### src/rtl/fetch_unit.sv
// ============================================================================
// Module      : fetch_unit
// Description : Instruction-fetch stage. Issues req/ack reads to instruction
//               memory at the current PC and loads the IF/ID pipeline register.
//               It absorbs memory wait states, ID stalls and branch flushes.
//               Optional build macro FETCH_PERF_CNT_EN adds fetch/stall counters.
// Revision    : 1.0 - initial release
// ============================================================================
`default_nettype none

module fetch_unit #(
  parameter int ADDR_W = 32,
  parameter int INST_W = 32
) (
  input  logic              clk_i,
  input  logic              rst_i,
  input  logic              start_i,
  input  logic [ADDR_W-1:0] pc_i,
  output logic              pc_write_o,
  input  logic              stall_i,
  input  logic              flush_i,
  output logic              imem_req_o,
  output logic [ADDR_W-1:0] imem_addr_o,
  input  logic              imem_ack_i,
  input  logic [INST_W-1:0] imem_data_i,
  output logic              if_valid_o,
  output logic [ADDR_W-1:0] if_pc_o,
  output logic [ADDR_W-1:0] if_pc4_o,
  output logic [INST_W-1:0] if_inst_o
`ifdef FETCH_PERF_CNT_EN
  ,
  output logic [31:0]       perf_fetch_o,
  output logic [31:0]       perf_stall_o
`endif
);

  localparam logic [1:0] c_idle = 2'd0;
  localparam logic [1:0] c_wait = 2'd1;
  localparam logic [1:0] c_hold = 2'd2;
  localparam logic [1:0] c_drop = 2'd3;

  localparam logic [ADDR_W-1:0] c_inst_bytes = ADDR_W'(4);

  logic [1:0]        r_state;
  logic [1:0]        w_state_nxt;

  logic              r_req;
  logic [ADDR_W-1:0] r_addr;
  logic              r_valid;
  logic [ADDR_W-1:0] r_if_pc;
  logic [ADDR_W-1:0] r_if_pc4;
  logic [INST_W-1:0] r_if_inst;
  logic [ADDR_W-1:0] r_hold_pc;
  logic [INST_W-1:0] r_hold_inst;

  logic              w_pc_write;
  logic              w_issue;
  logic              w_req_clr;
  logic              w_load_ack;
  logic              w_load_hold;
  logic              w_buf_ack;

  // --------------------------------------------------------------------------
  // State register
  // --------------------------------------------------------------------------
  always_ff @(posedge clk_i or negedge rst_i) begin
    if (!rst_i) begin
      r_state <= c_idle;
    end else begin
      r_state <= w_state_nxt;
    end
  end

  // --------------------------------------------------------------------------
  // Next-state logic: flush beats stall, stall beats ack delivery
  // --------------------------------------------------------------------------
  always_comb begin
    w_state_nxt = r_state;
    case (r_state)
      c_idle: begin
        if (!flush_i && start_i) begin
          w_state_nxt = c_wait;
        end
      end
      c_wait: begin
        if (flush_i) begin
          w_state_nxt = imem_ack_i ? c_idle : c_drop;
        end else if (imem_ack_i) begin
          w_state_nxt = stall_i ? c_hold : c_idle;
        end
      end
      c_hold: begin
        if (flush_i || !stall_i) begin
          w_state_nxt = c_idle;
        end
      end
      c_drop: begin
        if (imem_ack_i) begin
          w_state_nxt = c_idle;
        end
      end
      default: w_state_nxt = c_idle;
    endcase
  end

  // --------------------------------------------------------------------------
  // Output / control decode
  // --------------------------------------------------------------------------
  always_comb begin
    w_pc_write  = 1'b0;
    w_issue     = 1'b0;
    w_req_clr   = 1'b0;
    w_load_ack  = 1'b0;
    w_load_hold = 1'b0;
    w_buf_ack   = 1'b0;
    case (r_state)
      c_idle: begin
        if (flush_i) begin
          w_pc_write = 1'b1;
        end else if (start_i) begin
          w_issue = 1'b1;
        end
      end
      c_wait: begin
        if (flush_i) begin
          w_pc_write = 1'b1;
          w_req_clr  = imem_ack_i;
        end else if (imem_ack_i) begin
          w_req_clr = 1'b1;
          if (stall_i) begin
            w_buf_ack = 1'b1;
          end else begin
            w_load_ack = 1'b1;
            w_pc_write = 1'b1;
          end
        end
      end
      c_hold: begin
        if (flush_i) begin
          w_pc_write = 1'b1;
        end else if (!stall_i) begin
          w_load_hold = 1'b1;
          w_pc_write  = 1'b1;
        end
      end
      c_drop: begin
        w_pc_write = flush_i;
        w_req_clr  = imem_ack_i;
      end
      default: begin
        w_pc_write = 1'b0;
      end
    endcase
  end

  // --------------------------------------------------------------------------
  // Memory request port; address is frozen for the whole request
  // --------------------------------------------------------------------------
  always_ff @(posedge clk_i or negedge rst_i) begin
    if (!rst_i) begin
      r_req  <= 1'b0;
      r_addr <= '0;
    end else if (w_issue) begin
      r_req  <= 1'b1;
      r_addr <= pc_i;
    end else if (w_req_clr) begin
      r_req  <= 1'b0;
    end
  end

  // --------------------------------------------------------------------------
  // Hold buffer: catches an ack that lands while ID is stalled
  // --------------------------------------------------------------------------
  always_ff @(posedge clk_i or negedge rst_i) begin
    if (!rst_i) begin
      r_hold_pc   <= '0;
      r_hold_inst <= '0;
    end else if (w_buf_ack) begin
      r_hold_pc   <= r_addr;
      r_hold_inst <= imem_data_i;
    end
  end

  // --------------------------------------------------------------------------
  // IF/ID pipeline register
  // --------------------------------------------------------------------------
  always_ff @(posedge clk_i or negedge rst_i) begin
    if (!rst_i) begin
      r_valid   <= 1'b0;
      r_if_pc   <= '0;
      r_if_pc4  <= '0;
      r_if_inst <= '0;
    end else if (flush_i) begin
      r_valid   <= 1'b0;
    end else if (w_load_ack) begin
      r_valid   <= 1'b1;
      r_if_pc   <= r_addr;
      r_if_pc4  <= r_addr + c_inst_bytes;
      r_if_inst <= imem_data_i;
    end else if (w_load_hold) begin
      r_valid   <= 1'b1;
      r_if_pc   <= r_hold_pc;
      r_if_pc4  <= r_hold_pc + c_inst_bytes;
      r_if_inst <= r_hold_inst;
    end else if (!stall_i) begin
      r_valid   <= 1'b0;
    end
  end

`ifdef FETCH_PERF_CNT_EN
  logic [31:0] r_perf_fetch;
  logic [31:0] r_perf_stall;

  always_ff @(posedge clk_i or negedge rst_i) begin
    if (!rst_i) begin
      r_perf_fetch <= '0;
      r_perf_stall <= '0;
    end else begin
      if (w_load_ack || w_load_hold) begin
        r_perf_fetch <= r_perf_fetch + 32'd1;
      end
      if (r_state != c_idle) begin
        r_perf_stall <= r_perf_stall + 32'd1;
      end
    end
  end

  assign perf_fetch_o = r_perf_fetch;
  assign perf_stall_o = r_perf_stall;
`endif

  assign pc_write_o  = w_pc_write;
  assign imem_req_o  = r_req;
  assign imem_addr_o = r_addr;
  assign if_valid_o  = r_valid;
  assign if_pc_o     = r_if_pc;
  assign if_pc4_o    = r_if_pc4;
  assign if_inst_o   = r_if_inst;

endmodule

`default_nettype wire

### config.mk
export PLATFORM = sky130hd
export DESIGN_NAME = fetch_unit
export DESIGN_NICKNAME = d
export VERILOG_FILES = /design/src/rtl/fetch_unit.sv
export SDC_FILE = /design/constraint.sdc
export NUM_CORES = 1
export LEC_CHECK = 0
export BUFFER_PORTS_ARGS = -buffer_cell sky130_fd_sc_hd__buf_4
export CORE_AREA = 2 2 138 140
export DETAILED_ROUTE_END_ITERATION = 8
export DIE_AREA = 0 0 140 142
export PLACE_DENSITY_LB_ADDON = 0.05
export SLEW_MARGIN = 20
export SYNTH_ARGS = -nofsm -noshare
export SYNTH_HDL_FRONTEND = slang
export SYNTH_SLANG_ARGS = --single-unit
### constraint.sdc
create_clock -name clk_i -period 6.6 [get_ports clk_i]
set_clock_uncertainty 0.1 [all_clocks]
set_input_delay 0.33 -clock clk_i [delete_from_list [all_inputs] [get_ports clk_i]]
set_output_delay 0.33 -clock clk_i [all_outputs]
set_load 0.01 [all_outputs]
==> impl_results.md <==
- Mux share of post-synthesis cell area: between 10% and 20%
- Adder-Cell Fraction of Synth Area: 0.6938%
- Post-DP HPWL: ~15 mm
- Largest family of logic cells by synthesized area: simple AND/OR/NAND/NOR gates
- Syn-to-layout area delta: 24.05%
- Post-route cell area: 11190 um2
- Worst path required time: 6.83 ns
- Syn Inst Count: 847
- Failing checks: design-rule violations
- Syn nets: just over 900
- Number of flops mapped to enable cells by yosys: 0
- Final-report hold violation count: 0
- Width of the die: 140 um
- Worst-skew pair later-pin latency: 0.43 ns
- Final wirelength: 22.69 mm
- Effective utilization at floorplan: 48.86%
- CP max stage cell: buf_4
- Max Clk Rate: 288.3 MHz
- Clk slew on worst S/H paths: about 0.070 ns
- Status: finished with violations
- Grt met1 use: 31.61%
- Final Max Tran Viols: 0
- YS warnings: 0
- Minimum clock period: ~3.5 ns
- CP Buf/Inv Count: 2
- Number of global-route vias before repair: between 6000 and 7000
- ANT cells: 0
- CP max FO: 41
- Clock sinks: between 150 and 200
- Crit-path max cell delay: 0.49 ns
- Fin nets: 1095
- 1st-pass router iterations: 9
- Leak: 0.005134 uW
- Hold WC Path Type: input pin to flip-flop
- Slew margin rel.: 33.76%
- DP Area: 10590 um2
- Arrival time at the worst endpoint: 3.70 ns
- GP Congestion: 0.8320
- I/O pin total: 201
- Die area: 19880 um2
- Worst VDD drop: 256.9 uV
- Clock Tree Root: clkbuf_16
- Tot GR Track Use: 23.27%
- Leading register cell type out of synthesis: dfrtp_1
- Chip height: 142 um
- Syn Std Cell Area: 9017 um2
- Placed Instances: 1234
- DR WL/cell: 17.91 um
- Post-CTS Setup Inserts: 0
- Vias per inst: 5.548
- Stages on worst setup path: 12
- Sequential-to-total area share from yosys stat: a little over half
- Max_cap viols: 0
- Clock tree buffer depth: 2
- Seq cells post-synth: 194
- Layout cell share with drive strength beyond 1: 33.59%
- Power, Total: between 5000 and 6000 uW
- Gr busiest metal: met2
- Synth cell types: 52
- Power Dens Cells: 479.0 nW/um2
- Met3 GRT Util: between 4 and 5%
- Largest net degree at the start of global routing: 119
- Final TNS setup: 0 ns
- Post-Synthesis Mean Instance Area: about 11 um2
- 1st-iter DRT viols: 528
- Initial antenna violation count: 0
- Ys async rst share: 100.0%
- Xor and xnor area share after synthesis: 2.040%
- CP Capture Type: flip-flop
- R2R cell count: 12
- Final Setup Violations: 0
- Cell family with most CP delay: simple AND/OR/NAND/NOR gates
- DR DRC count: 14
- Hold depth: 2
- Htree depth: 4
- CTS tree: yes
- Synth Area in Simple Gates: between 10% and 20%
- Row count: 50
- Worst path cell trace: inv_1, ha_1, nor4bb_4, buf_4, nand2_1, nand2_1, ha_1, nand3_1, nor3_2, o22ai_1, o31a_1, o31ai_1
- Worst Setup Slack, final: around 3.1 ns
- Met2 Use GR: between 30% and 40%
- First-pass GRT wire length: 36.58 mm
- Ratio of final minimum period to clock period: 52.55%
- Synth Area in Compound Gates: 9.754%
- Setup CP Type: flip-flop to flip-flop
- RSZ-0062 raised after global routing: false
- Antenna Nets Post-Route: 0
- Non-Filler Instances: about 1300
- Remaining global-route overflow: 0
- Via count: 7029
- CTS resizes: 0
- Core area: 18460 um2
- CTS buffer count: 17
- I/O Buffers: 200
- Worst setup SP type: flip-flop
- Least-Margin Pin Slew: 0.9906 ns
- Hold buffer count at cts: 1
- DP Worst Slack: 3.176 ns
cells in the mapped netlist (all sizes together) (3+ instances only):
master | instances | share of area [%]
a21o | 10 | 0.83
mux2 | 95 | 12
mux2i | 23 | 2.6
clkbuf | 24 | 1.1
o21ai | 37 | 2.1
a221o | 3 | 0.33
nand2 | 164 | 6.8
a31oi | 49 | 3.4
o31ai | 3 | 0.25
o22ai | 4 | 0.28
dfrtp | 194 | 54
ha | 5 | 0.69
xnor2 | 10 | 0.97
nor2 | 71 | 3.0
buf | 29 | 2.4
or3 | 3 | 0.21
nand4 | 15 | 1.0
nor3 | 16 | 0.94
nand3 | 11 | 0.61
inv | 10 | 0.42
xor2 | 11 | 1.1
nor4 | 10 | 0.76
o311ai | 7 | 0.68
and3 | 9 | 0.67
a32oi | 5 | 0.57
a21oi | 8 | 0.44
cell type report:
class / instances / area (um2)
Clock buffer: 20 / 466.7
Clock inverter: 12 / 120.1
Fill cell: 1586 / 7269
Inverter: 10 / 37.54
Multi-Input combinational cell: 589 / 3840
Sequential cell: 194 / 4855
Tap cell: 234 / 292.8
Timing Repair Buffer: 208 / 1574
worst reg2reg max path: cells and delay by family (launching register included):
family / cells / cell delay [ns]
fa+ha+maj: 2 / 0.56
compound gates: 3 / 0.73
buf+inv: 2 / 0.58
flops: 1 / 0.41
simple gates: 5 / 0.99
cell families (layout without fill, tap and decap cells):
group                    Yosys count  in the layout
AND/OR/NAND/NOR                  309            309
buffers and inverters             64            250
adder cells (fa/ha/maj)            5              5
XOR/XNOR                          21             21
AO/OA/AOI/OAI                    136            136
multiplexers                     118            118
flip-flops                       194            194
metal layers:
layer	wire length, um	up-vias
li1	-	3336
met5	0	-
met3	1210	28
met1	9919	3465
met4	357	0
met2	11200	200
power breakdown:
group          total, uW  switching [uW]  internal (uW)
logic               1980             920           1060
clock network       1030             474            559
registers           2340             568           1770
sequential cells by signal (all words and copies together) (netlist names):
| register | cells |
|---|---|
| if_inst_o | 32 |
| if_pc4_o | 30 |
| if_pc_o | 32 |
| if_valid_o | 1 |
| imem_addr_o | 32 |
| imem_req_o | 1 |
| r_hold_inst | 32 |
| r_hold_pc | 32 |
| r_state | 2 |
metrics by stage:
step	util, %	hold WS [ns]
2_1_floorplan	-	-0.06559
3_3_place_gp	57.36	0.3623
3_5_place_dp	57.36	0.3698
4_1_cts	60.59	0.007031
5_1_grt	60.61	0.007255
6_report	60.61	0.02579
layout by cell type, fill, tap and decap left out, types with 6 or more instances in the layout:
cell type and count:
nand4_1 15, a21oi_1 8, nor3_1 14, mux2_2 95
mux2i_1 23, a31oi_1 49, clkbuf_16 17, and3_1 6
dfrtp_1 194, o311ai_0 7, nand3_1 10, buf_4 205
nor2_1 70, xnor2_1 10, a21o_1 10, xor2_1 11
nand2_1 164, inv_1 10, o21ai_0 33, nor4_1 9
worst paths after layout:
| kind | from | endpoint | slack, ns |
|---|---|---|---|
| setup / recovery | r_state[1] | if_pc4_o[30] | 3.13 |
| hold / removal | pc_i[20] | imem_addr_o[20] | 0.03 |
| setup reg to reg | r_state[1] | if_pc4_o[30] | 3.13 |
| hold reg to reg | if_pc_o[6] | if_pc_o[6] | 0.38 |
| max in group asynchronous | rst_i | if_inst_o[12] | 4.64 |
| min in group asynchronous | rst_i | if_pc4_o[4] | 0.48 |
(Power assumes the default switching activity.)
